$ cat src/rtl/ieee_sqrt_iter.sv
// ieee_sqrt_iter: iterative radix-2 IEEE 754 square root with round-to-nearest-even and a tag.
// Define IEEE_SQRT_SUBNORMAL_EN to normalise subnormal inputs; otherwise they are flushed to signed zero.
module ieee_sqrt_iter #(
    parameter int ExpWidth  = 8,
    parameter int ManWidth  = 23,
    parameter int TagWidth  = 4,
    parameter int DataWidth = 1 + ExpWidth + ManWidth
) (
    input  logic                 clk_i,
    input  logic                 rst_ni,
    input  logic                 in_valid_i,
    output logic                 in_ready_o,
    input  logic [DataWidth-1:0] operand_i,
    input  logic [TagWidth-1:0]  tag_i,
    output logic                 out_valid_o,
    input  logic                 out_ready_i,
    output logic [DataWidth-1:0] result_o,
    output logic [TagWidth-1:0]  tag_o,
    output logic                 flag_nv_o,
    output logic                 flag_nx_o
);
    localparam int LzcW  = $clog2(ManWidth);
    localparam int EW    = ((ExpWidth > LzcW) ? ExpWidth : LzcW) + 2;
    localparam int RadW  = 2 * ManWidth + 4;
    localparam int RemW  = ManWidth + 4;
    localparam int RootW = ManWidth + 2;
    localparam int CntW  = $clog2(ManWidth + 2);
    localparam logic signed [EW-1:0] BiasS = EW'((1 << (ExpWidth - 1)) - 1);
    localparam logic [DataWidth-1:0] QNaN =
        {1'b0, {ExpWidth{1'b1}}, 1'b1, {(ManWidth-1){1'b0}}};

    typedef enum logic [2:0] {IDLE, NORM, ITER, ROUND, DONE} state_t;

    state_t                  state, state_nxt;
    logic [CntW-1:0]         cnt;
    logic [RadW-1:0]         rad;
    logic [RemW-1:0]         rem;
    logic [RootW-1:0]        root;
    logic [ExpWidth-1:0]     res_exp;

    logic                    sgn;
    logic [ExpWidth-1:0]     e_fld;
    logic [ManWidth-1:0]     m_fld;
    logic                    spec_hit, spec_nv, go_norm;
    logic [DataWidth-1:0]    spec_res;
    logic                    ld_en, ld_odd;
    logic [ManWidth:0]       ld_sig;
    logic signed [EW-1:0]    ld_exp, ld_exp_adj;
    logic [RemW-1:0]         rem_sh, trial;
    logic                    ge;

    function automatic logic [ManWidth-1:0] round_rne(input logic [ManWidth:0] root_g,
                                                      input logic sticky);
        logic up;
        up = root_g[0] & (sticky | root_g[1]);
        return root_g[ManWidth:1] + ManWidth'(up);
    endfunction

    // Even unbiased exponent halves exactly; rebias for the result field.
    function automatic logic [ExpWidth-1:0] root_exp(input logic signed [EW-1:0] e_even);
        return ExpWidth'((e_even >>> 1) + BiasS);
    endfunction

`ifdef IEEE_SQRT_SUBNORMAL_EN
    logic [ManWidth-1:0] man_q;
    logic [LzcW-1:0]     lzc;

    function automatic logic [LzcW-1:0] lzc_f(input logic [ManWidth-1:0] m);
        lzc_f = '0;
        for (int i = 0; i < ManWidth; i++)
            if (m[i]) lzc_f = LzcW'(ManWidth - 1 - i);
    endfunction

    assign lzc = lzc_f(man_q);
`endif

    assign sgn         = operand_i[DataWidth-1];
    assign e_fld       = operand_i[DataWidth-2 -: ExpWidth];
    assign m_fld       = operand_i[ManWidth-1:0];
    assign in_ready_o  = (state == IDLE);
    assign out_valid_o = (state == DONE);

    always_comb begin
        spec_hit = 1'b0;
        spec_res = '0;
        spec_nv  = 1'b0;
        go_norm  = 1'b0;
        if (&e_fld) begin
            spec_hit = 1'b1;
            if (|m_fld) begin
                spec_res = QNaN;
                spec_nv  = ~m_fld[ManWidth-1];
            end else if (sgn) begin
                spec_res = QNaN;
                spec_nv  = 1'b1;
            end else begin
                spec_res = operand_i;
            end
        end else if (e_fld == '0 && m_fld == '0) begin
            spec_hit = 1'b1;
            spec_res = {sgn, {(DataWidth-1){1'b0}}};
        end else if (e_fld == '0) begin
`ifdef IEEE_SQRT_SUBNORMAL_EN
            if (sgn) begin
                spec_hit = 1'b1;
                spec_res = QNaN;
                spec_nv  = 1'b1;
            end else begin
                go_norm = 1'b1;
            end
`else
            spec_hit = 1'b1;
            spec_res = {sgn, {(DataWidth-1){1'b0}}};
`endif
        end else if (sgn) begin
            spec_hit = 1'b1;
            spec_res = QNaN;
            spec_nv  = 1'b1;
        end
    end

    // Operand load into the recurrence, from IDLE (normal) or NORM (normalised subnormal).
    always_comb begin
        ld_en  = (state == IDLE) && in_valid_i && !spec_hit && !go_norm;
        ld_sig = {1'b1, m_fld};
        ld_exp = $signed({{(EW-ExpWidth){1'b0}}, e_fld}) - BiasS;
`ifdef IEEE_SQRT_SUBNORMAL_EN
        if (state == NORM) begin
            ld_en  = 1'b1;
            ld_sig = {1'b1, (man_q << lzc) << 1};
            ld_exp = -BiasS - $signed({{(EW-LzcW){1'b0}}, lzc});
        end
`endif
    end

    assign ld_odd     = ld_exp[0];
    assign ld_exp_adj = ld_exp - $signed({{(EW-1){1'b0}}, ld_odd});

    assign rem_sh = {rem[RemW-3:0], rad[RadW-1 -: 2]};
    assign trial  = {root, 2'b01};
    assign ge     = (rem_sh >= trial);

    always_comb begin
        state_nxt = state;
        case (state)
            IDLE: begin
                if (in_valid_i) begin
                    if (spec_hit)     state_nxt = DONE;
                    else if (go_norm) state_nxt = NORM;
                    else              state_nxt = ITER;
                end
            end
`ifdef IEEE_SQRT_SUBNORMAL_EN
            NORM:    state_nxt = ITER;
`endif
            ITER:    if (cnt == '0) state_nxt = ROUND;
            ROUND:   state_nxt = DONE;
            DONE:    if (out_ready_i) state_nxt = IDLE;
            default: state_nxt = IDLE;
        endcase
    end

    always_ff @(posedge clk_i or negedge rst_ni) begin
        if (!rst_ni) begin
            state <= IDLE;
            cnt   <= '0;
        end else begin
            state <= state_nxt;
            if (ld_en)
                cnt <= CntW'(ManWidth + 1);
            else if (state == ITER && cnt != '0)
                cnt <= cnt - 1'b1;
        end
    end

    // Recurrence datapath: one root bit per ITER cycle.
    always_ff @(posedge clk_i) begin
        if (ld_en) begin
            rad     <= ld_odd ? {ld_sig, {(ManWidth+3){1'b0}}}
                              : {1'b0, ld_sig, {(ManWidth+2){1'b0}}};
            rem     <= '0;
            root    <= '0;
            res_exp <= root_exp(ld_exp_adj);
        end else if (state == ITER) begin
            rad  <= {rad[RadW-3:0], 2'b00};
            rem  <= ge ? (rem_sh - trial) : rem_sh;
            root <= {root[RootW-2:0], ge};
        end
`ifdef IEEE_SQRT_SUBNORMAL_EN
        if (state == IDLE && in_valid_i) man_q <= m_fld;
`endif
    end

    always_ff @(posedge clk_i or negedge rst_ni) begin
        if (!rst_ni) begin
            result_o  <= '0;
            tag_o     <= '0;
            flag_nv_o <= 1'b0;
            flag_nx_o <= 1'b0;
        end else if (state == IDLE && in_valid_i) begin
            tag_o <= tag_i;
            if (spec_hit) begin
                result_o  <= spec_res;
                flag_nv_o <= spec_nv;
                flag_nx_o <= 1'b0;
            end
        end else if (state == ROUND) begin
            result_o  <= {1'b0, res_exp, round_rne(root[ManWidth:0], |rem)};
            flag_nv_o <= 1'b0;
            flag_nx_o <= root[0] | (|rem);
        end
    end

endmodule

$ cat config.mk
export PLATFORM = sky130hd
export DESIGN_NAME = ieee_sqrt_iter
export DESIGN_NICKNAME = d
export VERILOG_FILES = /design/src/rtl/ieee_sqrt_iter.sv
export SDC_FILE = /design/constraint.sdc
export NUM_CORES = 1
export LEC_CHECK = 0
export ABC_AREA = 1
export CORE_MARGIN = 2
export CORE_UTILIZATION = 25
export DETAILED_ROUTE_END_ITERATION = 6
export PLACE_DENSITY = 0.39
export SLEW_MARGIN = 5
export SYNTH_ARGS = -nofsm -noshare
export SYNTH_HDL_FRONTEND = slang
export SYNTH_SLANG_ARGS = --single-unit
$ cat constraint.sdc
create_clock -name clk_i -period 6.4 [get_ports clk_i]
set_input_delay 1.28 -clock clk_i [delete_from_list [all_inputs] [get_ports clk_i]]
set_output_delay 1.28 -clock clk_i [all_outputs]
set_load 0.03 [all_outputs]
== Word-level counts from Yosys, hierarchy flattened ==
Cells that the tools add are included.
Operators by class
  muxes and demuxes: 34
  bitwise operators: 4
  $add $sub $neg: 6
  eq/ne operators: 7
  magnitude comparators: 1
  reduce and logical (&&, ||, !) cells: 18
Operators with widths (number)
  32-bit 2-to-1 mux: 7
  50-bit 2-to-1 mux: 3
  31-bit 2-to-1 mux: 2
  27-bit >= comparator: 1
  27-bit 2-to-1 mux: 1
  27-bit OR reduction: 1
  27-bit subtractor: 1
  23-bit by 1-bit adder with 23-bit output: 1
  23-bit logical NOT: 1
  23-bit OR reduction: 1
  1-bit 2-to-1 mux: 14
  3-bit 2-to-1 mux: 4
  3-bit case mux with 4 select lines: 1
  5-bit 2-to-1 mux: 2
  8-bit by 7-bit subtractor with 9-bit output, second input constant: 1
  9-bit by 2-bit subtractor with 9-bit output: 1
  8-bit adder, second input constant: 1
  8-bit logical NOT: 1
  8-bit AND reduction: 1
  3-bit by 2-bit == test with 1-bit output, second input constant: 2
  2-bit != test, second input constant: 3
  2-bit nonzero test: 3
  5-bit logical NOT: 1
  5-bit nonzero test: 1
  11 further kinds: 15
Storage, ports and cells
  input port bits: 40
  logic and storage cells: 80
  register bits after elaboration: 156

== Longest topological paths before layout ==
Gate-level depths: netlist of the first run.
  word-level depth: 7
  depth in mapped cells: 16
  mapped depth without buffers: 16

== Least setup slack after synthesis of the first run ==
Ideal clock, no wire load.
  kind: input-to-reg
  start: in operand_i[23]
  end: reg root[17]
  setup time: 117 ps
  cell stages on the path: 12
  data required time: 6283 ps
  data arrival time: 3120 ps
  buffers on the path: 1
  slack: 3163 ps
  cells stage by stage: ha_1 > nand3_1 > nor2_2 > nand3_2 > nand2_1 > nor2_1 > inv_1 > nand2_1 > inv_2 > buf_4 > a22oi_1 > inv_1
On the way
  word-level cells in the longest chain between the ends: 6
  elaborated cells between the ends (all ways): 8
  those cells by class: mux: 3; reduce/logical: 5
Ends and longest elaborated chain
  start: declaration: line 13  | input logic [DataWidth-1:0] operand_i,
  8-bit logical NOT: line 99, 102
  1-bit 2-to-1 mux or 1-bit logical AND (tied branches): line 102, 99
  1-bit 2-to-1 mux: line 99  | end else if (e_fld == '0 && m_fld == '0) begin
  1-bit 2-to-1 mux (*): line 88  | if (&e_fld) begin
  1-bit logical NOT (*): line 124  | ld_en = (state == IDLE) && in_valid_i && !spec_hit && !go_norm;
  1-bit logical AND (*): line 124
  end signal: assignment: line 187  | root <= {root[RootW-2:0], ge};
  end: declaration: line 38  | logic [RootW-1:0] root;
Every way passes the cells marked *; elsewhere a longest branch is shown, timed or not.
A chain may end at the register's enable or synchronous reset.

== Worst setup path in the final report of the first run ==
  start: in operand_i[23]
  end: reg root[22]
The elaborated chain is that of the path after synthesis.

==> metrics.csv, run 1 <==
stage,metric,value,unit
worst_setup_path,CP required,6760,ps
worst_setup_path,CP Launch Type,primary input,
layout,Post-layout nets,1421,
grt,largest net degree at the start of global routing,62,
clocking,CTS Buf Count,17,
synth,Post-synth EDFFs,33,
layout,area delta synth->final,21.1,%
layout,Reg area,3180,sq um
timing,Clock Skew,10.9,ps
synth,YS warnings,0,
clocking,htree depth,4,
timing,Peak Freq,0.242,GHz
grt,gr usage total,15.3,%
clocking,Post-CTS Resized,0,
floorplan,Die Ht,189,microns
job,Max-Cap Viols,0,
timing,Final TNS setup,0,ps
floorplan,total die area,35900,sq um
pwr,sw frac,49.2,%
pwr,PwrDens,534,nW/um^2
route,drt first pass iters,7,
pwr,Worst VDD drop,0.202,mV
worst_setup_path,CP arrival,4490,ps
outcome,outcome,finished clean,
synth,synthesized cell area,8600,sq um
layout,Ant. Diodes,0,
grt,number of global-route vias before repair,7947,
route,via density per instance,4.50,
timing,final worst setup slack,2270,ps
timing,post-layout min period,4130,ps
synth,post-synthesis sequential area ratio,37.0,%
clocking,Worst-path clk slew,60,ps
synth,"Net Count, Synth",1350,
timing,Final Hold Viols,0,
floorplan,Ports,80,
clocking,Clock Root Buffer,clkbuf_16,
floorplan,core area,33700,sq um
timing,Slew Limit Fails,0,
floorplan,Initial Utilization,25.5,%
timing,Slew headroom,37.8,%
timing,fin crit share,64.5,%
timing,Least-Margin Pin Slew,931,ps
worst_setup_path,CP max FO,36,
floorplan,placement row count,67,
synth,Synth Flop Type,dfxtp_1,
synth,average cell area after synthesis,6.75,sq um
place,GP Congestion,0.820,
pwr,Net Switching,2.73,mW
synth,synth unique cells,39,
grt,antenna violations before repair,0,
layout,Fillers,3730,
clocking,# clock sinks,131,
pwr,Logic pwr share,56.5,%
synth,Seq cells post-synth,131,
route,Routed Antenna Nets,0,
clocking,Max Buffers Root-to-Sink,2,
pwr,total chip power,5.56,mW
grt,GRT overflow,0,
layout,"Cell Count, Final, Fillers Out",1807,
route,drt drc,0,
layout,final core utilization,30.9,%
place,PortBufs,79,
floorplan,Die Width,189,microns
hold_path,worst hold stages,2,
worst_setup_path,Crit. End Element,flop,
grt,first-pass GRT wire length,43300,microns
timing,unrepaired setup endpoints after global routing,false,
route,DR WL/cell,14.8,microns
pwr,Int Power,2.83,mW
route,Vias,8130,
route,initial drt markers,532,
place,placed cell count,1775,
pwr,Pleak,5.07,nW
hold_path,Hold Path Class,flop to flop,
clocking,post-CTS setup buffer count,0,
pwr,Sequential Power Share,25.5,%
place,worst slack at placement,1780,ps
pwr,Clk pwr share,18.0,%
clocking,CTS tree,built,
place,DPL Wire Length,20200,microns
layout,area of the multi-input gates,4420,sq um
clocking,Clock Latency Late Sink,430,ps
timing,final setup fails,0,
synth,Async SR Flop Fraction,35.1,%
synth,Cells after Synth,1275,
layout,layout cells sized above 1,3.53,%
route,Routed WL,26700,microns
worst_setup_path,crit path kind,primary input to flop,
worst_setup_path,Worst Reg-to-Reg Cells,9,
clocking,Post-CTS Hold Buffers,0,
cell usage after synthesis, types with 8 or more instances:
cell type / instances / area [sq um]
nor3_1: 18 / 90.1
nand2_1: 393 / 1480
xor2_1: 10 / 87.6
dfrtp_1: 46 / 1150
nand4_1: 32 / 200
clkbuf_1: 11 / 41.3
dfxtp_1: 52 / 1040
buf_4: 8 / 60.1
a21oi_1: 48 / 240
nor4_1: 11 / 68.8
nand3_1: 78 / 390
o31ai_1: 9 / 67.6
nor2_1: 113 / 424
inv_1: 216 / 811
o21ai_0: 59 / 295
ha_1: 35 / 438
edfxtp_1: 33 / 991
o211ai_1: 23 / 173
buf_2: 13 / 65.1
a22oi_1: 24 / 180
cells in the final DEF, fill, tap and decap left out, types with 2 or more instances in the layout:
| cell | count |
|---|---|
| or2_2 | 3 |
| buf_4 | 9 |
| nand3_1 | 78 |
| nand3_2 | 2 |
| clkinv_2 | 3 |
| inv_1 | 216 |
| a22oi_1 | 24 |
| clkbuf_1 | 7 |
| a21oi_1 | 48 |
| nor3_1 | 18 |
| xor2_1 | 10 |
| and2_1 | 2 |
| clkdlybuf4s50_1 | 78 |
| xnor2_1 | 4 |
| o21bai_1 | 4 |
| clkbuf_8 | 2 |
| ha_1 | 35 |
| nor2_1 | 112 |
| o21ai_0 | 59 |
| o211ai_1 | 23 |
| nand3b_1 | 2 |
| bufinv_16 | 3 |
| nor4_1 | 11 |
| clkbuf_16 | 17 |
| dfrtp_1 | 46 |
| o21a_1 | 3 |
| nand2_1 | 393 |
| o31ai_1 | 9 |
| nand4_1 | 32 |
| a31oi_1 | 2 |
| inv_2 | 2 |
| a21boi_0 | 7 |
| nor2_2 | 2 |
| dfxtp_1 | 52 |
| edfxtp_1 | 33 |
cell families (layout without fill, tap and decap cells):
kind of cell,Yosys count,count (layout),share of synthesized area (%)
simple gates,658,658,31.9
xor+xnor,14,14,1.43
compound gates,183,183,12.8
buf+inv,254,338,11.7
flops,131,131,37.0
fa+ha+maj,35,35,5.09
through the flow:
step / hold WS (ps) / cell area (sq um)
floorplan: 427 / 8600
global placement: 438 / 9830
detailed placement: 446 / 9830
CTS: 457 / 10400
global route: 490 / 10400
finish: 458 / 10400
layout make-up:
class                           count  area share [%]
Clock inverter                      6            1.01
Timing Repair Buffer               88            8.19
Sequential cell                   131            30.6
Clock buffer                       26            4.60
Tap cell                          448            5.38
Inverter                          218            7.85
Multi-Input combinational cell    890            42.4
per-layer routing:
layer	global-route usage (%)	wire (microns)	vias up
met3	2.28	764	25
met2	25.8	12600	125
met1	20.3	12900	3724
met5	0	0	-
met4	4.29	412	0
li1	-	-	4256
registers in the layout, summed over array words and instances (netlist names):
| signal | count |
|---|---|
| result_o | 32 |
| rem | 27 |
| rad | 25 |
| root | 25 |
| res_exp | 8 |
| cnt | 5 |
| tag_o | 4 |
| state | 3 |
| flag_nv_o | 1 |
| flag_nx_o | 1 |
power by group through the flow:
stage	Clock, mW	Combinational (mW)	Sequential [mW]
floorplan	0	2.14	1.49
global placement	0	3.17	1.43
detailed placement	0	3.17	1.43
CTS	1.03	3.18	1.42
global route	1.07	3.59	1.46
finish	1.00	3.14	1.42
worst max-delay path, stage by stage:
cell and delay (ps):
clkdlybuf4s50_1 640, ha_1 240, nand3_1 120, nor2_2 150, nand3_2 140, nand2_1 150
nor2_2 40, buf_4 270, inv_1 500, nand2_1 170, inv_2 540, a22oi_1 140
inv_1 80
worst paths after layout:
| check | startpoint | end | slack [ps] |
|---|---|---|---|
| max in group asynchronous | rst_ni | cnt[4] | 5010 |
| setup reg to reg | state[0] | result_o[15] | 3130 |
| setup / recovery | operand_i[23] | root[22] | 2270 |
| hold reg to reg | rem[26] | rem[26] | 460 |
| min in group asynchronous | rst_ni | result_o[15] | 930 |
| hold / removal | rem[26] | rem[26] | 460 |
Power figures use the tool's default switching activity.
==> run 2: changes to the inputs <==
- PLACE_DENSITY: 0.39 -> 0.41
- clock period: 6.4 -> 3.7 ns (I/O delays scaled with it)
==> run 2 against run 1 <==
Effect of this change:
- first-iteration DRC count rose by 5.6%
- flip-flop and latch count did not move
- non-clock buffer count grew 9
- power grew 75%
- clock power is 73% higher
- sequential power is 72% higher
- sequential share of layout area down 0.29 points
- highest routed layer unchanged
==> metrics.csv, run 2 (synthesized netlist as in run 1, its figures left out) <==
stage,metric,value,unit,change
outcome,outcome,finished clean,,
hold_path,Hold Path Class,primary input to asynchronous set/reset pin,,
worst_setup_path,CP arrival,3310,ps,-1180 ps
worst_setup_path,CP required,4060,ps,-2700 ps
pwr,PwrDens,927,nW/um^2,+74%
layout,Reg with most FFs,result_o,,
place,GP Congestion,0.825,,+0.61%
route,via density per instance,4.51,,+0.21%
worst_setup_path,crit path kind,flop to flop,,
layout,most frequent cells in the layout,"nand2_1, inv_1, nor2_1",,
floorplan,core area,33700,sq um,unchanged
layout,"commonest non-fill, non-tap cell in the layout",nand2_1,,
route,drt first pass iters,5,,-2
worst_setup_path,crit-path max cell delay,460,ps,-180 ps
worst_setup_path,CP max stage cell,nand3_1,,
floorplan,placement row count,67,,unchanged
route,Vias,8188,,+0.71%
floorplan,total die area,35900,sq um,unchanged
grt,GRT overflow,0,,unchanged
floorplan,Ports,80,,unchanged
pwr,total chip power,9.75,mW,+75%
layout,area delta synth->final,22.3,%,
layout,area of the multi-input gates,4420,sq um,unchanged
timing,fin crit share,79.5,%,
floorplan,Die Width,189,microns,unchanged
layout,Ant. Diodes,0,,unchanged
layout,max reg flops,32,,unchanged
worst_setup_path,cells along the critical path,inv_1 -> ha_1 -> a21oi_1 -> and2_1 -> nand2_1 -> nand2_1 -> nand2_1 -> nor2_1 -> nand3_1 -> nor2_1 -> nor2_1 -> nor2_1,,
worst_setup_path,CP max FO,7,,-81%
clocking,Post-CTS Resized,0,,unchanged
worst_setup_path,CP Launch Type,flop,,
timing,Slew Limit Fails,0,,unchanged
timing,Least-Margin Pin Slew,725,ps,-206 ps
clocking,Max Buffers Root-to-Sink,2,,unchanged
layout,Reg area,3180,sq um,unchanged
route,Routed Antenna Nets,0,,unchanged
worst_setup_path,Worst Reg-to-Reg Cells,12,,+3
worst_setup_path,Crit path depth,12,,-1
grt,largest net degree at the start of global routing,61,,-1.6%
route,DR WL/cell,14.6,microns,-0.75%
route,initial drt markers,562,,+5.6%
grt,gr usage total,15.3,%,-0.018 points
timing,Slew headroom,51.6,%,+14 points
layout,biggest regs,"result_o: 32 flops, rem: 27 flops",,
grt,number of global-route vias before repair,7986,,+0.49%
layout,Post-layout nets,1430,,+0.63%
floorplan,Die Ht,189,microns,unchanged
layout,Fillers,3755,,+0.67%
worst_setup_path,Buf/Inv on CP,1,,-4
clocking,Clock Latency Late Sink,430,ps,about the same
worst_setup_path,crit-path most repeated cell,nor2_1,,
timing,final setup fails,0,,unchanged
grt,antenna violations before repair,1,,+1
pwr,Worst VDD drop,0.368,mV,+82%
worst_setup_path,Crit. End Element,flop,,
job,Max-Cap Viols,0,,unchanged
floorplan,Initial Utilization,25.5,%,unchanged
timing,Peak Freq,0.340,GHz,
clocking,Post-CTS Hold Buffers,0,,unchanged
timing,Final Hold Viols,0,,unchanged
clocking,Worst-path clk slew,60,ps,about the same
place,PortBufs,79,,unchanged
clocking,Clock Root Buffer,clkbuf_16,,
clocking,CTS tree,built,,
clocking,CTS Buf Count,17,,unchanged
timing,unrepaired setup endpoints after global routing,false,,
clocking,htree depth,4,,unchanged
place,DPL Wire Length,20300,microns,+0.82%
timing,post-layout min period,2940,ps,
timing,Clock Skew,9.42,ps,-1.51 ps
clocking,post-CTS setup buffer count,0,,unchanged
grt,first-pass GRT wire length,43200,microns,-0.27%
worst_setup_path,top cell family by delay on the critical path,simple AND/OR/NAND/NOR gates,,
route,drt drc,0,,unchanged
route,Routed WL,26600,microns,-0.26%
layout,layout cells sized above 1,4.46,%,+0.93 points
clocking,# clock sinks,131,,unchanged
timing,Final TNS setup,0,ps,unchanged
pwr,Pleak,5.12,nW,+0.94%
-- run 2: where the power goes --
part / switching, mW / internal [mW] / leakage [nW]
combinational: 3.77 / 1.82 / 3.49
sequential: 0.364 / 2.07 / 1.34
clock: 0.676 / 1.05 / 0.282
total: 4.81 / 4.94 / 5.12
-- run 2: worst register-to-register path, delay by kind of cell, from the launching register on --
kind	cells	cell delay [ps]
AOI/OAI and AO/OA	1	320
adders and majority gates	1	380
buffers and inverters	1	100
DFF	1	440
and+or+nand+nor	9	1650
-- run 2: layer usage --
layer,track usage (%),part of all wire (%),vias up
met5,0,0,-
met4,3.34,1.1,0
met3,2.54,2.9,16
met2,25.5,47,134
met1,20.8,49,3764
li1,-,-,4274
-- run 2: through the flow --
stage / utilization [%] / instance area, sq um / worst slack [ps] / hold slack (ps) / instances
after CTS: 31.2 / 10500 / 709 / 371 / 1816
after global routing: 31.2 / 10500 / 441 / 402 / 1816
after global placement: 29.5 / 9930 / 461 / 440 / 1784
final: 31.2 / 10500 / 758 / 358 / 1816
after floorplan: - / 8600 / 1000 / 427 / 1275
after detailed placement: 29.5 / 9930 / 411 / 445 / 1784
-- run 2: cell type report --
type | instances | area share (%)
Tap cell | 448 | 5.33
Timing Repair Buffer | 97 | 8.99
Inverter | 218 | 7.78
Clock inverter | 15 | 1.57
Clock buffer | 17 | 4.04
Multi-Input combinational cell | 890 | 42.0
Sequential cell | 131 | 30.3
-- run 2: worst paths after layout --
| kind | from | end | slack, ps |
|---|---|---|---|
| setup / recovery | root[16] | rem[12] | 760 |
| hold / removal | rst_ni | result_o[14] | 360 |
| setup reg to reg | root[16] | rem[12] | 760 |
| hold reg to reg | rem[26] | rem[26] | 450 |
| max in group asynchronous | rst_ni | result_o[3] | 2610 |
| min in group clk_i | rem[26] | rem[26] | 450 |
